### src/rtl/fixed_point_mul_stage.sv
// rtl/fixed_point_mul_stage.sv - sequential element-wise fixed-point multiplier feeding the neuron accumulator
//
// Ports:
//   CLK          clock, rising edge
//   RSTN         asynchronous active-low reset
//   VALUES_IN    packed activations, element i at [i*WIDTH +: WIDTH]
//   WEIGHTS_IN   packed weights, same packing
//   VALID_IN     start request, sampled only while idle
//   BUSY_OUT     batch in flight
//   PRODUCTS_OUT packed saturated products, same packing
//   VALID_OUT    one-cycle pulse when PRODUCTS_OUT holds a new batch
//   SAT_OUT      some element of the last batch saturated
module fixed_point_mul_stage #(
  parameter int WIDTH      = 8,
  parameter int FRAC_BITS  = 3,
  parameter int NUM_INPUTS = 16
) (
  input  logic                          CLK,
  input  logic                          RSTN,
  input  logic [NUM_INPUTS*WIDTH-1:0]   VALUES_IN,
  input  logic [NUM_INPUTS*WIDTH-1:0]   WEIGHTS_IN,
  input  logic                          VALID_IN,
  output logic                          BUSY_OUT,
  output logic [NUM_INPUTS*WIDTH-1:0]   PRODUCTS_OUT,
  output logic                          VALID_OUT,
  output logic                          SAT_OUT
);

  localparam int CW = $clog2(NUM_INPUTS);
  localparam int PW = 2 * WIDTH;
  localparam logic [CW-1:0] LAST = CW'(NUM_INPUTS - 1);
  // Saturation bounds expressed at full product width.
  localparam logic signed [PW-1:0] MAXV = {{(WIDTH + 1){1'b0}}, {(WIDTH - 1){1'b1}}};
  localparam logic signed [PW-1:0] MINV = {{(WIDTH + 1){1'b1}}, {(WIDTH - 1){1'b0}}};

  typedef enum logic [1:0] {
    S_IDLE,
    S_MULTIPLY,
    S_DONE
  } state_t;

  state_t                        state_q, state_d;
  logic [CW-1:0]                 cnt_q;
  logic [NUM_INPUTS*WIDTH-1:0]   vals_q;
  logic [NUM_INPUTS*WIDTH-1:0]   wts_q;
  logic [NUM_INPUTS*WIDTH-1:0]   work_q;
  logic                          work_sat_q;
  logic [NUM_INPUTS*WIDTH-1:0]   prod_q;
  logic                          sat_q;
  logic                          valid_q;

  // Shared multiplier operating on the element selected by the counter.
  logic signed [WIDTH-1:0] op_a;
  logic signed [WIDTH-1:0] op_b;
  logic signed [PW-1:0]    full;
  logic signed [PW-1:0]    shifted;
  logic                    sat_hi;
  logic                    sat_lo;
  logic [WIDTH-1:0]        elem;

  always_comb begin
    op_a    = vals_q[cnt_q*WIDTH +: WIDTH];
    op_b    = wts_q[cnt_q*WIDTH +: WIDTH];
    full    = op_a * op_b;
    // Arithmetic shift floors toward minus infinity; no rounding term.
    shifted = full >>> FRAC_BITS;
    sat_hi  = shifted > MAXV;
    sat_lo  = shifted < MINV;
    if (sat_hi) begin
      elem = MAXV[WIDTH-1:0];
    end else if (sat_lo) begin
      elem = MINV[WIDTH-1:0];
    end else begin
      elem = shifted[WIDTH-1:0];
    end
  end

  always_comb begin
    state_d = state_q;
    case (state_q)
      S_IDLE:     if (VALID_IN) state_d = S_MULTIPLY;
      S_MULTIPLY: if (cnt_q == LAST) state_d = S_DONE;
      S_DONE:     state_d = S_IDLE;
      default:    state_d = S_IDLE;
    endcase
  end

  always_ff @(posedge CLK or negedge RSTN) begin
    if (!RSTN) begin
      state_q <= S_IDLE;
    end else begin
      state_q <= state_d;
    end
  end

  always_ff @(posedge CLK or negedge RSTN) begin
    if (!RSTN) begin
      cnt_q      <= '0;
      vals_q     <= '0;
      wts_q      <= '0;
      work_q     <= '0;
      work_sat_q <= 1'b0;
      prod_q     <= '0;
      sat_q      <= 1'b0;
      valid_q    <= 1'b0;
    end else begin
      valid_q <= 1'b0;
      case (state_q)
        S_IDLE: begin
          if (VALID_IN) begin
            vals_q     <= VALUES_IN;
            wts_q      <= WEIGHTS_IN;
            cnt_q      <= '0;
            work_sat_q <= 1'b0;
          end
        end
        S_MULTIPLY: begin
          work_q[cnt_q*WIDTH +: WIDTH] <= elem;
          work_sat_q                   <= work_sat_q | sat_hi | sat_lo;
          cnt_q                        <= (cnt_q == LAST) ? '0 : cnt_q + 1'b1;
        end
        S_DONE: begin
          // Whole-vector copy so the accumulator never sees a partial batch.
          prod_q  <= work_q;
          sat_q   <= work_sat_q;
          valid_q <= 1'b1;
        end
        default: ;
      endcase
    end
  end

  assign BUSY_OUT     = (state_q != S_IDLE);
  assign PRODUCTS_OUT = prod_q;
  assign VALID_OUT    = valid_q;
  assign SAT_OUT      = sat_q;

endmodule

### config.mk
export PLATFORM = sky130hd
export DESIGN_NAME = fixed_point_mul_stage
export DESIGN_NICKNAME = d
export VERILOG_FILES = /design/src/rtl/fixed_point_mul_stage.sv
export SDC_FILE = /design/constraint.sdc
export NUM_CORES = 1
export LEC_CHECK = 0
export CAP_MARGIN = 10
export CORE_ASPECT_RATIO = 1.75
export CORE_UTILIZATION = 25
export CTS_CLUSTER_SIZE = 40
export DETAILED_ROUTE_END_ITERATION = 10
export SYNTH_ARGS = -nofsm -noshare
export SYNTH_HDL_FRONTEND = slang
export SYNTH_SLANG_ARGS = --single-unit
### constraint.sdc
create_clock -name CLK -period 18.7 [get_ports CLK]
set_input_delay 1.87 -clock CLK [delete_from_list [all_inputs] [get_ports CLK]]
set_output_delay 1.87 -clock CLK [all_outputs]
set_load 0.01 [all_outputs]
==> flow_metrics.py <==
metrics = {
    "layout": {
        "fin_area_mm2": 0.0312,
        "fillCellCount": 10100,
        "area_growth_pct": 28.2,
        "final_layout_size_suffix_gt1_frac": 0.0731,
        "nets": 3204,
    },
    "run_status": {
        "outcome": "finished, final reports clean",
    },
    "critical_path": {
        "crit_top_cell": "fa_1",
        "path_class": "flip-flop to flip-flop",
        "required_ns": 19.15,
        "path_depth": 23,
        "arrival_ns": 9.45,
        "path_buf_inv": 6,
        "cp-start-kind": "flip-flop",
        "slowest_delay_ns": 0.95,
        "ff2ff_path_depth": 23,
        "cp_max_fo": 62,
        "cp-end-kind": "flip-flop",
        "cp_cell_sequence": "buf_4 > mux4_2 > nand2_1 > nand2_1 > o21ai_1 > or2_2 > fa_1 > fa_1 > inv_1 > fa_1 > inv_1 > fa_1 > inv_1 > ha_1 > nand2_1 > o31ai_2 > o2111ai_1 > a31oi_1 > xnor2_2 > buf_4 > o21ba_4 > buf_4 > o31ai_1",
        "critPathSlowestCell": "dfrtp_4",
        "cp_top_family": "compound AO/OA/AOI/OAI gates",
    },
    "global_routing": {
        "grt_usage": 0.158,
        "grt_overflow": 0,
        "grt_max_degree": 242,
        "antenna_found_initial": 7,
        "grt_pass1_vias": 19100,
        "grt_pass1_wl_mm": 118,
    },
    "sta": {
        "setup_violations": 0,
        "slew_viol_final": 0,
        "max_freq_mhz": 111,
        "worst_slew_pin_slew_ns": 1.21,
        "fin_crit_sh": 0.481,
        "hold_viol": 0,
        "fin_tns_setup_ns": 0,
        "post-route-min-period_ns": 8.99,
        "finalClockSkew_ns": 0.0225,
        "fin_hold_ws_ns": 0.470,
        "rsz0062_at_grt": "false",
        "relSlewSlack": 0.193,
    },
    "route": {
        "routed_wl_mm": 77.3,
        "routedWlPerCell_um": 18.4,
        "initialDrtViolationCount": 1530,
        "ant_nets": 0,
        "routed-via-count": 18400,
        "dr.pass1.iters": 7,
        "avgViaCountPerCell": 4.38,
        "drc": 0,
    },
    "worst_hold_path": {
        "hold_class": "flip-flop to flip-flop",
        "hold_depth": 2,
    },
    "logic_synthesis": {
        "syn_avg_cell_area_um2": 9.59,
        "yosys_most_used_dff": "dfrtp_1",
        "async_reset_ff_frac": 1.00,
        "synth.distinct_cells": 52,
        "synth_top_area_cell": "dfrtp_1",
        "synthCells": 2541,
        "synth_seq_cells": 521,
        "synth.net_count": 2887,
        "ys_seq_area_frac": 0.535,
        "synthTopCellsByArea": "dfrtp_1, nand2_1, mux4_2, fa_1, o31ai_1",
        "syn_area_mm2": 0.0244,
        "synth_top_area_share": 0.535,
        "synth_edf_count": 0,
        "ys_warn_count": 0,
    },
    "die": {
        "die_area_mm2": 0.0988,
        "die_y_um": 415,
        "start_util": 0.252,
        "fp-row-count": 151,
        "core_area_mm2": 0.0967,
        "die_x_um": 238,
        "io_pins": 390,
    },
    "clock_network": {
        "post_cts_buffers": 0,
        "htreeDepth": 2,
        "cts_inserted_buffers": 52,
        "clock_latency_ns": 0.61,
        "cts-root-buf": "clkbuf_16",
        "cts_buffer_depth": 3,
        "ctsHoldBuffers": 0,
        "cts_sinks": 521,
        "cts_resized": 0,
        "cts_tree": "done",
        "path_clk_slew_ns": 0.06,
    },
    "place": {
        "gp_congestion": 0.839,
        "dp.final_hpwl_mm": 56.3,
        "io_buffers": 389,
        "placed_cell_area_mm2": 0.0295,
    },
    "job": {
        "maxCapViolCount": 0,
    },
}
through the flow:
stage	instances	setup WS [ns]	utilization
after global placement	4104	9.71	0.304
after detailed placement	4104	9.59	0.304
final	4202	9.71	0.323
after global routing	4202	9.04	0.323
after CTS	4201	9.58	0.323
after floorplan	2541	11.32	-
cell usage in the layout (no fill, tap or decap), types with 3 or more instances in the layout:
| master | count |
|---|---|
| nand2_1 | 1319 |
| dfrtp_1 | 519 |
| clkdlybuf4s50_1 | 388 |
| o31ai_1 | 112 |
| inv_1 | 86 |
| mux4_2 | 79 |
| fa_1 | 55 |
| clkbuf_16 | 53 |
| and2_1 | 42 |
| ha_1 | 32 |
| nor2_1 | 18 |
| o21ai_0 | 18 |
| nand3_1 | 15 |
| buf_4 | 15 |
| nor3_1 | 11 |
| clkinv_2 | 11 |
| clkbuf_8 | 10 |
| xnor2_1 | 9 |
| clkbuf_1 | 8 |
| and3_1 | 6 |
| nand2b_1 | 6 |
| o31ai_2 | 6 |
| a21oi_4 | 6 |
| a21oi_1 | 5 |
| xor2_1 | 5 |
| bufinv_16 | 5 |
| a211oi_1 | 4 |
| nor4_1 | 4 |
| inv_6 | 4 |
| a21o_1 | 3 |
| o211a_1 | 3 |
layout make-up:
class / count / area (µm²) / share of cell area
Clock buffer: 71 / 1490 / 0.0478
Tap cell: 1300 / 1630 / 0.0521
Multi-Input combinational cell: 1790 / 10400 / 0.333
Clock inverter: 26 / 295 / 0.00945
Antenna cell: 1 / 2.50 / 0.0000801
Timing Repair Buffer: 405 / 4030 / 0.129
Inverter: 88 / 333 / 0.0107
Sequential cell: 521 / 13000 / 0.418
worst register-to-register path: cells and delay by family (launching register included):
family / cells / cell delay (ns)
buffers and inverters: 6 / 1.79
AOI/OAI and AO/OA: 6 / 2.45
and+or+nand+nor: 4 / 0.56
muxes: 1 / 0.67
DFF: 1 / 0.95
xor gates and xnor gates: 1 / 0.09
adders and majority gates: 5 / 2.32
cells in the mapped netlist, drive strengths merged, types with 2 or more instances:
| cell type | number |
|---|---|
| mux2i | 2 |
| nor2 | 18 |
| or2 | 2 |
| clkbuf | 111 |
| and2b | 2 |
| xnor2 | 10 |
| dfrtp | 521 |
| nor3 | 11 |
| xor2 | 5 |
| nand2 | 1320 |
| nand2b | 7 |
| and2 | 43 |
| fa | 55 |
| or3 | 2 |
| a21o | 3 |
| a211oi | 4 |
| o31ai | 118 |
| mux4 | 79 |
| ha | 32 |
| o21ai | 19 |
| inv | 88 |
| nand3 | 15 |
| a31oi | 2 |
| nor4 | 4 |
| a21oi | 12 |
| nor2b | 2 |
| and3 | 6 |
| buf | 31 |
| o211a | 3 |
per-layer routing:
layer	vias up	GRT usage	wire length, µm
met5	-	0	63
met4	8	0.0577	2850
met3	122	0.0280	4020
met2	582	0.277	39100
met1	8890	0.192	31300
li1	8790	-	-
worst paths after layout:
kind / to / startpoint / slack [ns]
max: work_q[101]$_DFFE_PN0P_ / cnt_q[0]$_DFFE_PN0P_ / 9.71
min: vals_q[121]$_DFFE_PN0P_ / vals_q[121]$_DFFE_PN0P_ / 0.47
max reg2reg: work_q[101]$_DFFE_PN0P_ / cnt_q[0]$_DFFE_PN0P_ / 9.71
max in group asynchronous: PRODUCTS_OUT[103]$_DFFE_PN0P_ / RSTN / 14.00
min reg2reg: vals_q[121]$_DFFE_PN0P_ / vals_q[121]$_DFFE_PN0P_ / 0.47
min in group asynchronous: wts_q[25]$_DFFE_PN0P_ / RSTN / 1.29
flip-flops by register name, indices dropped and copies added, names as in the netlist:
register / cells
PRODUCTS_OUT: 128
SAT_OUT: 1
VALID_OUT: 1
cnt_q: 4
state_q: 2
vals_q: 128
work_q: 128
work_sat_q: 1
wts_q: 128
cell families after synthesis:
logic type	synth area share
xor+xnor	0.00539
fa+ha+maj	0.0616
simple gates	0.230
flops	0.535
compound gates	0.0552
buf+inv	0.0389
mux	0.0738
Power is not shown: default switching activity piles up to over one toggle a cycle in this logic, so the estimate is an artifact.
